### config.mk
export PLATFORM = sky130hd
export DESIGN_NAME = cache_controller_dm
export DESIGN_NICKNAME = d
export VERILOG_FILES = /design/src/rtl/cache_controller_dm_pkg.sv /design/src/rtl/cache_controller_dm_tag_store.sv /design/src/rtl/cache_controller_dm.sv
export SDC_FILE = /design/constraint.sdc
export NUM_CORES = 2
export LEC_CHECK = 0
export ABC_AREA = 1
export CAP_MARGIN = 20
export CORE_MARGIN = 2
export CORE_UTILIZATION = 26
export DETAILED_ROUTE_END_ITERATION = 16
export HOLD_SLACK_MARGIN = 0.03
export PLACE_DENSITY = 0.46
export SLEW_MARGIN = 20
export SYNTH_ARGS = -nofsm -noshare
export SYNTH_HDL_FRONTEND = slang
export SYNTH_SLANG_ARGS = --single-unit
### constraint.sdc
create_clock -name clock_i -period 58.1 [get_ports clock_i]
set_clock_uncertainty 0.05 [all_clocks]
set_input_delay 17.43 -clock clock_i [delete_from_list [all_inputs] [get_ports clock_i]]
set_output_delay 17.43 -clock clock_i [all_outputs]
set_load 0.02 [all_outputs]
### src/rtl/cache_controller_dm_pkg.sv
// Shared definitions for the direct-mapped cache controller: state encodings,
// the width helper macro and the word-address field splitter.
`ifndef CLOG2
`define CLOG2(x) $clog2(x)
`endif

package cache_controller_dm_pkg;

    typedef enum logic [2:0] {
        ST_IDLE      = 3'd0,
        ST_LOOKUP    = 3'd1,
        ST_WRITEBACK = 3'd2,
        ST_FILL      = 3'd3,
        ST_REPLAY    = 3'd4
    } state_e;

    localparam int unsigned BW_ADDR_MAX = 64;

    // Extract a field of `width` bits starting at bit `lsb` of a word address.
    function automatic logic [BW_ADDR_MAX-1:0] addr_field(
        input logic [BW_ADDR_MAX-1:0] addr,
        input int unsigned            lsb,
        input int unsigned            width
    );
        logic [BW_ADDR_MAX-1:0] mask;
        mask = (BW_ADDR_MAX'(1) << width) - BW_ADDR_MAX'(1);
        return (addr >> lsb) & mask;
    endfunction

endpackage

### src/rtl/cache_controller_dm_tag_store.sv
// Per-line valid/dirty/tag flops with combinational read by index and
// synchronous fill / mark-dirty updates; reset invalidates every line.
`ifndef CLOG2
`define CLOG2(x) $clog2(x)
`endif

module cache_controller_dm_tag_store #(
    parameter int unsigned  N_BLOCKS = 64,
    parameter int unsigned  BW_TAG   = 16,
    localparam int unsigned BW_INDEX = `CLOG2(N_BLOCKS)
) (
    input  logic                clock_i,
    input  logic                reset_i,
    input  logic [BW_INDEX-1:0] rd_idx_i,
    output logic                rd_valid_o,
    output logic                rd_dirty_o,
    output logic [BW_TAG-1:0]   rd_tag_o,
    input  logic [BW_INDEX-1:0] wr_idx_i,
    input  logic                fill_i,
    input  logic [BW_TAG-1:0]   fill_tag_i,
    input  logic                set_dirty_i
);

    logic [N_BLOCKS-1:0] valid_q;
    logic [N_BLOCKS-1:0] dirty_q;
    logic [BW_TAG-1:0]   tag_q [N_BLOCKS];

    assign rd_valid_o = valid_q[rd_idx_i];
    assign rd_dirty_o = dirty_q[rd_idx_i];
    assign rd_tag_o   = tag_q[rd_idx_i];

    // A fill installs a clean line; a write hit only marks it dirty.
    always_ff @(posedge clock_i or posedge reset_i) begin
        if (reset_i) begin
            valid_q <= '0;
            dirty_q <= '0;
            for (int i = 0; i < int'(N_BLOCKS); i++) begin
                tag_q[i] <= '0;
            end
        end else if (fill_i) begin
            valid_q[wr_idx_i] <= 1'b1;
            dirty_q[wr_idx_i] <= 1'b0;
            tag_q[wr_idx_i]   <= fill_tag_i;
        end else if (set_dirty_i) begin
            dirty_q[wr_idx_i] <= 1'b1;
        end
    end

endmodule

### src/rtl/cache_controller_dm.sv
// Direct-mapped write-back / write-allocate cache controller sequencing an
// external data array between a word requester and a block memory port.
`ifndef CLOG2
`define CLOG2(x) $clog2(x)
`endif

module cache_controller_dm
    import cache_controller_dm_pkg::*;
#(
    parameter int unsigned  BW_DATA           = 32,
    parameter int unsigned  N_BLOCKS          = 64,
    parameter int unsigned  N_WORDS_PER_BLOCK = 4,
    parameter int unsigned  BW_ADDR_WORD      = 24,
    localparam int unsigned BW_OFFSET     = `CLOG2(N_WORDS_PER_BLOCK),
    localparam int unsigned BW_INDEX      = `CLOG2(N_BLOCKS),
    localparam int unsigned BW_TAG        = BW_ADDR_WORD - BW_INDEX - BW_OFFSET,
    localparam int unsigned BW_BLOCK      = BW_DATA * N_WORDS_PER_BLOCK,
    localparam int unsigned BW_ADDR_BLOCK = BW_ADDR_WORD - BW_OFFSET
) (
    input  logic                     clock_i,
    input  logic                     reset_i,
    input  logic                     req_i,
    input  logic                     req_wren_i,
    input  logic [BW_ADDR_WORD-1:0]  req_addr_i,
    input  logic [BW_DATA-1:0]       req_data_i,
    output logic                     req_ready_o,
    output logic                     req_valid_o,
    output logic [BW_DATA-1:0]       req_data_o,
    output logic                     cm_wren_word_o,
    output logic                     cm_wren_block_o,
    output logic [BW_INDEX-1:0]      cm_addr_o,
    output logic [BW_OFFSET-1:0]     cm_offset_o,
    output logic [BW_BLOCK-1:0]      cm_data_block_o,
    input  logic [BW_DATA-1:0]       cm_data_word_i,
    input  logic [BW_BLOCK-1:0]      cm_data_block_i,
    output logic                     mem_req_o,
    output logic                     mem_wren_o,
    output logic [BW_ADDR_BLOCK-1:0] mem_addr_o,
    output logic [BW_BLOCK-1:0]      mem_data_o,
    input  logic                     mem_done_i,
    input  logic [BW_BLOCK-1:0]      mem_data_i
);

    state_e                state_q;
    logic                  wren_q;
    logic [BW_TAG-1:0]     tag_q;
    logic [BW_INDEX-1:0]   idx_q;
    logic [BW_OFFSET-1:0]  off_q;
    logic [BW_DATA-1:0]    wdata_q;
    logic [BW_TAG-1:0]     wb_tag_q;
    logic [BW_BLOCK-1:0]   wb_data_q;

    logic [BW_TAG-1:0]     req_tag;
    logic [BW_INDEX-1:0]   req_idx;
    logic [BW_OFFSET-1:0]  req_off;
    logic                  ts_valid;
    logic                  ts_dirty;
    logic [BW_TAG-1:0]     ts_tag;
    logic                  hit;
    logic                  fill_done;
    logic                  set_dirty;

    assign req_off = BW_OFFSET'(addr_field(BW_ADDR_MAX'(req_addr_i), 0, BW_OFFSET));
    assign req_idx = BW_INDEX'(addr_field(BW_ADDR_MAX'(req_addr_i), BW_OFFSET, BW_INDEX));
    assign req_tag = BW_TAG'(addr_field(BW_ADDR_MAX'(req_addr_i), BW_OFFSET + BW_INDEX, BW_TAG));

    assign hit       = ts_valid && (ts_tag == tag_q);
    assign fill_done = (state_q == ST_FILL) && mem_done_i;
    assign set_dirty = (state_q == ST_LOOKUP) && hit && wren_q;

    cache_controller_dm_tag_store #(
        .N_BLOCKS (N_BLOCKS),
        .BW_TAG   (BW_TAG)
    ) u_tag_store (
        .clock_i     (clock_i),
        .reset_i     (reset_i),
        .rd_idx_i    (idx_q),
        .rd_valid_o  (ts_valid),
        .rd_dirty_o  (ts_dirty),
        .rd_tag_o    (ts_tag),
        .wr_idx_i    (idx_q),
        .fill_i      (fill_done),
        .fill_tag_i  (tag_q),
        .set_dirty_i (set_dirty)
    );

    // Sequencer and request/writeback latches.
    always_ff @(posedge clock_i or posedge reset_i) begin
        if (reset_i) begin
            state_q   <= ST_IDLE;
            wren_q    <= 1'b0;
            tag_q     <= '0;
            idx_q     <= '0;
            off_q     <= '0;
            wdata_q   <= '0;
            wb_tag_q  <= '0;
            wb_data_q <= '0;
        end else begin
            case (state_q)
                ST_IDLE: begin
                    if (req_i) begin
                        wren_q  <= req_wren_i;
                        tag_q   <= req_tag;
                        idx_q   <= req_idx;
                        off_q   <= req_off;
                        wdata_q <= req_data_i;
                        state_q <= ST_LOOKUP;
                    end
                end
                ST_LOOKUP: begin
                    if (hit) begin
                        state_q <= ST_IDLE;
                    end else if (ts_valid && ts_dirty) begin
                        wb_tag_q  <= ts_tag;
                        wb_data_q <= cm_data_block_i;
                        state_q   <= ST_WRITEBACK;
                    end else begin
                        state_q <= ST_FILL;
                    end
                end
                ST_WRITEBACK: begin
                    if (mem_done_i) begin
                        state_q <= ST_FILL;
                    end
                end
                ST_FILL: begin
                    if (mem_done_i) begin
                        state_q <= ST_REPLAY;
                    end
                end
                ST_REPLAY: state_q <= ST_LOOKUP;
                default:   state_q <= ST_IDLE;
            endcase
        end
    end

    // Output decode; the array address follows the requester only while idle.
    always_comb begin
        req_ready_o     = 1'b0;
        req_valid_o     = 1'b0;
        req_data_o      = '0;
        cm_wren_word_o  = 1'b0;
        cm_wren_block_o = 1'b0;
        cm_addr_o       = idx_q;
        cm_offset_o     = off_q;
        cm_data_block_o = '0;
        mem_req_o       = 1'b0;
        mem_wren_o      = 1'b0;
        mem_addr_o      = '0;
        mem_data_o      = '0;
        case (state_q)
            ST_IDLE: begin
                req_ready_o = 1'b1;
                cm_addr_o   = req_idx;
                cm_offset_o = req_off;
            end
            ST_LOOKUP: begin
                if (hit) begin
                    req_valid_o = 1'b1;
                    if (wren_q) begin
                        cm_wren_word_o  = 1'b1;
                        cm_data_block_o = BW_BLOCK'(wdata_q);
                    end else begin
                        req_data_o = cm_data_word_i;
                    end
                end
            end
            ST_WRITEBACK: begin
                mem_req_o  = 1'b1;
                mem_wren_o = 1'b1;
                mem_addr_o = {wb_tag_q, idx_q};
                mem_data_o = wb_data_q;
            end
            ST_FILL: begin
                mem_req_o  = 1'b1;
                mem_addr_o = {tag_q, idx_q};
                if (mem_done_i) begin
                    cm_wren_block_o = 1'b1;
                    cm_data_block_o = mem_data_i;
                end
            end
            default: ;
        endcase
    end

endmodule

---- Word-level counts from Yosys, hierarchy flattened ----
Cells that the tools add are included.
word-level totals
  input port bits ......................... 349
  output and inout port bits .............. 324
  bits in registers ....................... 1356
  logic and storage cells ................. 146
operators by class
  reductions and logical operators ........ 13
  eq/ne operators ......................... 8
  muxes and demuxes ....................... 41
  bitwise operators ....................... 6
  magnitude comparators ................... 4
operators by type and width
  operator              count
  $bwmux W1024          1
  $mux W128             2
  $pmux W128 S2         1
  $mux W32              5
  $mux W64              2
  $or A64 B64 Y64       2
  $bmux W16 S6          1
  $demux W16 S6         1
  $and A64 B64 Y64      1
  $not A64 Y64          1
  $mux W16              3
  $pmux W22 S2          1
  $eq A16 B16 Y1        1
  $pmux W3 S5           1
  $mux W1               14
  $bmux W1 S6           2
  $mux W3               3
  $ge A7 B7 Y1 const B  1
  $logic_and A1 B1 Y1   7
  $lt A6 B7 Y1 const B  1
  $lt A7 B1 Y1 const B  1
  $not A6 Y7            1
  $demux W1 S6          1
  $eq A3 B2 Y1 const B  2
  other kinds (12)      16

---- Longest topological paths before layout ----
  depth in word-level cells ............... 10
  mapped depth ............................ 25
  gate-level depth less buffers ........... 21

---- By module ----
A second synthesis with hierarchy kept.
second synthesis, totals
  cells, all modules ...................... 8278
  area, all modules ....................... 63716.1 sq um
by module, submodules not included
  module                         sequential area each (sq um)  cells each  instances  area each (sq um)
  cache_controller_dm_tag_store  28827.6                       6651        1          52560.4
  cache_controller_dm            5104.9                        1627        1          11155.7

---- Worst setup path before layout ----
Ideal clock, no wire load.
  path kind ............................... input to output
  start ................................... in mem_done_i
  end ..................................... out cm_data_block_o[17]
  stages .................................. 7
  setup slack ............................. 21637 ps
  buffers on the path ..................... 3
  arrival time ............................ 18983 ps
  required time ........................... 40620 ps
  path through ............................ clkbuf_1 > inv_1 > nor2_1 > clkbuf_1 > clkbuf_1 > nand2_1 > nand2_1
on the way
  cells in the longest elaborated chain, start to end .. 2
RTL lines
  item           RTL line                    text
  from (decl)    cache_controller_dm.sv:40   input logic mem_done_i,
  $mux W128      cache_controller_dm.sv:177  if (mem_done_i) begin
  $pmux W128 S2  cache_controller_dm.sv:151  case (state_q)
  to (decl)      cache_controller_dm.sv:33   output logic [BW_BLOCK-1:0] cm_data_block_o,
Every way passes these cells.

---- Worst setup path after layout ----
  start ................................... in mem_done_i
  end ..................................... out cm_data_block_o[95]
The elaborated chain is that of the path after synthesis.

==> impl_metrics.csv <==
group,metric,value,unit
placement,postPlaceCellArea,74500,um^2
grt,gr-total-overflow,0,
timing,maxSlewHeadroom,0.138,
clock_tree,cts_sinks,1356,
logic_synthesis,syn_inst,8691,
clock_tree,root_buffer,"clkbuf_16",
logic_synthesis,seq_area_frac_synth,0.523,
setup_path,critical_path.top_delay_family,"buffers and inverters",
clock_tree,cts_setup_buffers,0,
logic_synthesis,synth.top_cell.area_share,0.523,
timing,slew_violations,0,
floorplan,rows,183,
setup_path,crit_required,40.62,ns
drt,wl_met1,116000,um
drt,dr.max_layer_used,"met5",
timing,period_share,0.638,
final_layout,post_layout_nonfiller_instances,12519,
drt,drc,0,
placement,dp.cells,12219,
logic_synthesis,syn_avg_cell_area,7.46,um^2
clock_tree,cts_tree,"built",
setup_path,cp_common_cell,"buf_4",
min_path,hold_path_depth,2,
power,p_sw,1.67,mW
placement,gp_congestion,0.872,
final_layout,final_nets,9402,
drt,wl_met3,15900,um
drt,dr.first_iter.drc_count,5313,
drt,drtPass1Iterations,5,
clock_tree,cts_buffers,162,
power,swShare,0.425,
drt,routed_wl,257000,um
clock_tree,clkLatencyLatePin,0.84,ns
floorplan,die_h,503,um
min_path,holdCritPathClass,"flop to flop",
floorplan,start_util,0.261,
grt,grt_pass1_vias,55249,
power,vdd_drop_max,25.7,uV
timing,max_freq,27.0,MHz
logic_synthesis,synth_fp_nets,9040,
logic_synthesis,yosys.area.top_type,"dfrtp_1",
logic_synthesis,synth_area_leaders,"dfrtp_1, nand2_1, o21ai_0, inv_1, nor2_1",
grt,grt_antenna_before_repair,26,
floorplan,die-area,253000,um^2
drt,wl_met2,114000,um
drt,viasPerCell,4.62,
timing,rsz0062_at_grt,"no",
logic_synthesis,ys_async_sr_fraction,1.00,
clock_tree,htreeDepth,4,
clock_tree,post_cts_resized,0,
timing,fin_ws,21.02,ns
drt,ant_nets,0,
setup_path,worstReg2RegEnd,"wb_data_q[101]$_DFFE_PP0P_",
floorplan,io_pins,673,
placement,placement.io_buffers,672,
logic_synthesis,synth_cell_type_count,33,
grt,grt_usage,0.197,
grt,grt_pass1_wl,377000,um
setup_path,critical_path_class,"primary input to primary output",
min_path,min_from,"u_tag_store.valid_q[20]$_DFFE_PP0P_",
setup_path,ff2ff_path_depth,22,
grt,grt_max_degree,164,
final_layout,syn_to_final_growth,23.1,%
power,p_total,3.93,mW
run,cap_violations,0,
setup_path,regToRegStartpoint,"idx_q[1]$_DFFE_PP0P_",
logic_synthesis,synth_enable_flop_cells,0,
setup_path,crit_chain,"buf_4, buf_4, nand2_1, nor2_1, clkdlybuf4s50_1",
final_layout,fillers,26646,
setup_path,cp.arrival,19.60,ns
logic_synthesis,ys_ff_latch,1356,
final_layout,register_area,33900,um^2
setup_path,reg2reg_slack,50.37,ns
timing,tns,0,ns
min_path,worstHoldEndpoint,"u_tag_store.valid_q[20]$_DFFE_PP0P_",
final_layout,finish.instance_area,79800,um^2
logic_synthesis,ys.flop_type,"dfrtp_1",
setup_path,cp_slowest_stage_delay,0.87,ns
drt,wire_per_inst,20.5,um
power,internal_power,2.26,mW
logic_synthesis,ys_warn_count,0,
power,powerDensity,49.2,nW/um^2
logic_synthesis,syn_area,64800,um^2
setup_path,cp-end-kind,"primary output",
floorplan,die_w,503,um
setup_path,start_kind,"primary input",
clock_tree,path_clk_slew,0.06,ns
final_layout,multiInputGateArea,25700,um^2
power,seqPwrFrac,0.349,
setup_path,crit_fanout,74,
clock_tree,cts_buffer_depth,3,
power,p_leak,38.6,nW
placement,dp_hpwl,161000,um
setup_path,crit_path_top_delay_cell,"clkdlybuf4s50_1",
timing,finalCriticalPeriod,37.08,ns
drt,vias,57813,
placement,pre_cts_ws,21.12,ns
timing,hold_violations,0,
setup_path,worst-path-buf-inv,3,
power,clockPowerShare,0.262,
final_layout,final_layout_size_suffix_gt1_frac,0.0611,
clock_tree,postCtsHoldBufs,0,
timing,worst_pin_slew,1.28,ns
run_status,status,"finished clean",
timing,setup_viol,0,
power,combinationalPowerShare,0.389,
floorplan,core_area,248000,um^2
==> final cells by class <==
class,count,share of cell area
sequential,1356,0.425
multi-input combinational,5990,0.322
timing repair buffer,828,0.0998
clock buffer,257,0.0617
tap,3330,0.0522
inverter,715,0.0341
clock inverter,32,0.00481
antenna,11,0.000345
==> worst register-to-register path: cells and delay by family, from the launching register on <==
family | cells | cell delay (ns)
buffers and inverters | 6 | 3.76
and+or+nand+nor | 15 | 2.86
DFF | 1 | 0.66
AOI/OAI and AO/OA | 1 | 0.33
==> state kept, by name, summed over array words and instances (netlist names), named ones only <==
signal               flops
idx_q                    6
state_q                  3
wdata_q                 32
tag_q                   16
wb_data_q              128
wren_q                   1
u_tag_store.tag_q     1024
wb_tag_q                16
u_tag_store.valid_q     64
off_q                    2
==> layer usage <==
metal  up-vias  track usage
met2      1602        0.304
met4        12       0.0769
met1     28063        0.270
met5         -      0.00362
met3       385       0.0414
li1      27751            -
==> kinds of logic after synthesis <==
kind of cell | count (synthesis) | synth area share
AOI/OAI and AO/OA | 1517 | 0.120
buffers and inverters | 1345 | 0.0818
DFF | 1356 | 0.523
muxes | 32 | 0.00556
and+or+nand+nor | 4441 | 0.269
==> stage by stage <==
step | util | hold WS [ns]
2_1_floorplan | - | 0.369
3_3_place_gp | 0.300 | 0.380
3_5_place_dp | 0.300 | 0.384
4_1_cts | 0.321 | 0.398
5_1_grt | 0.322 | 0.414
6_report | 0.322 | 0.395
==> cell usage after synthesis (3+ instances only) <==
cell and instances:
o22ai_1 18, buf_1 22, o221ai_1 5, nor2_1 537
inv_1 705, or2_2 72, dfrtp_1 1356, clkbuf_1 451
nand4_1 70, nand2_1 3537, o21ai_0 1237, o21ai_1 12
nand3_1 191, inv_2 7, o41ai_1 3, buf_4 20
nand3b_1 18, o31ai_1 3, nor3_4 7, buf_2 136
o211ai_1 49, a21oi_1 188, clkinv_1 3, mux2_2 32
==> placed cells by master (no fill, tap or decap), types with 5 or more instances in the layout <==
master | netlist | routed
nand2_1 | 3537 | 3528
dfrtp_1 | 1356 | 1352
o21ai_0 | 1237 | 1236
inv_1 | 705 | 686
clkdlybuf4s50_1 | 0 | 671
nor2_1 | 537 | 531
nand3_1 | 191 | 191
a21oi_1 | 188 | 188
clkbuf_16 | 0 | 167
buf_4 | 20 | 149
or2_2 | 72 | 72
nand4_1 | 70 | 70
o211ai_1 | 49 | 49
clkbuf_1 | 451 | 49
clkbuf_8 | 0 | 41
mux2_2 | 32 | 32
clkinv_2 | 0 | 25
nand3b_1 | 18 | 18
o22ai_1 | 18 | 18
o21ai_1 | 12 | 13
diode_2 | 0 | 11
inv_2 | 7 | 11
nand2_2 | 1 | 9
nor2_4 | 2 | 7
nor3_4 | 7 | 7
o221ai_1 | 5 | 5
bufinv_16 | 0 | 5
==> power by group through the flow <==
stage                     registers [mW]  logic [mW]  clock network, mW
after global routing                1.40        1.69               1.09
after floorplan                     1.34       0.937                  0
after CTS                           1.37        1.54               1.06
after detailed placement            1.38        1.53                  0
final                               1.37        1.53               1.03
after global placement              1.38        1.52                  0
==> how the worst max path moves through the flow <==
stage	start	end	slack, ns	depth (start not counted)
2_1_floorplan	reset_i	asynchronous set/reset pin	2.39	1
3_3_place_gp	mem_done_i	cm_data_block_o[11]	21.14	6
3_5_place_dp	mem_done_i	cm_data_block_o[11]	21.12	6
4_1_cts	mem_done_i	cm_data_block_o[11]	21.12	6
5_1_grt	mem_done_i	cm_data_block_o[3]	20.99	6
6_report	mem_done_i	cm_data_block_o[95]	21.02	5
No activity file was read; power rests on OpenSTA's default activity.
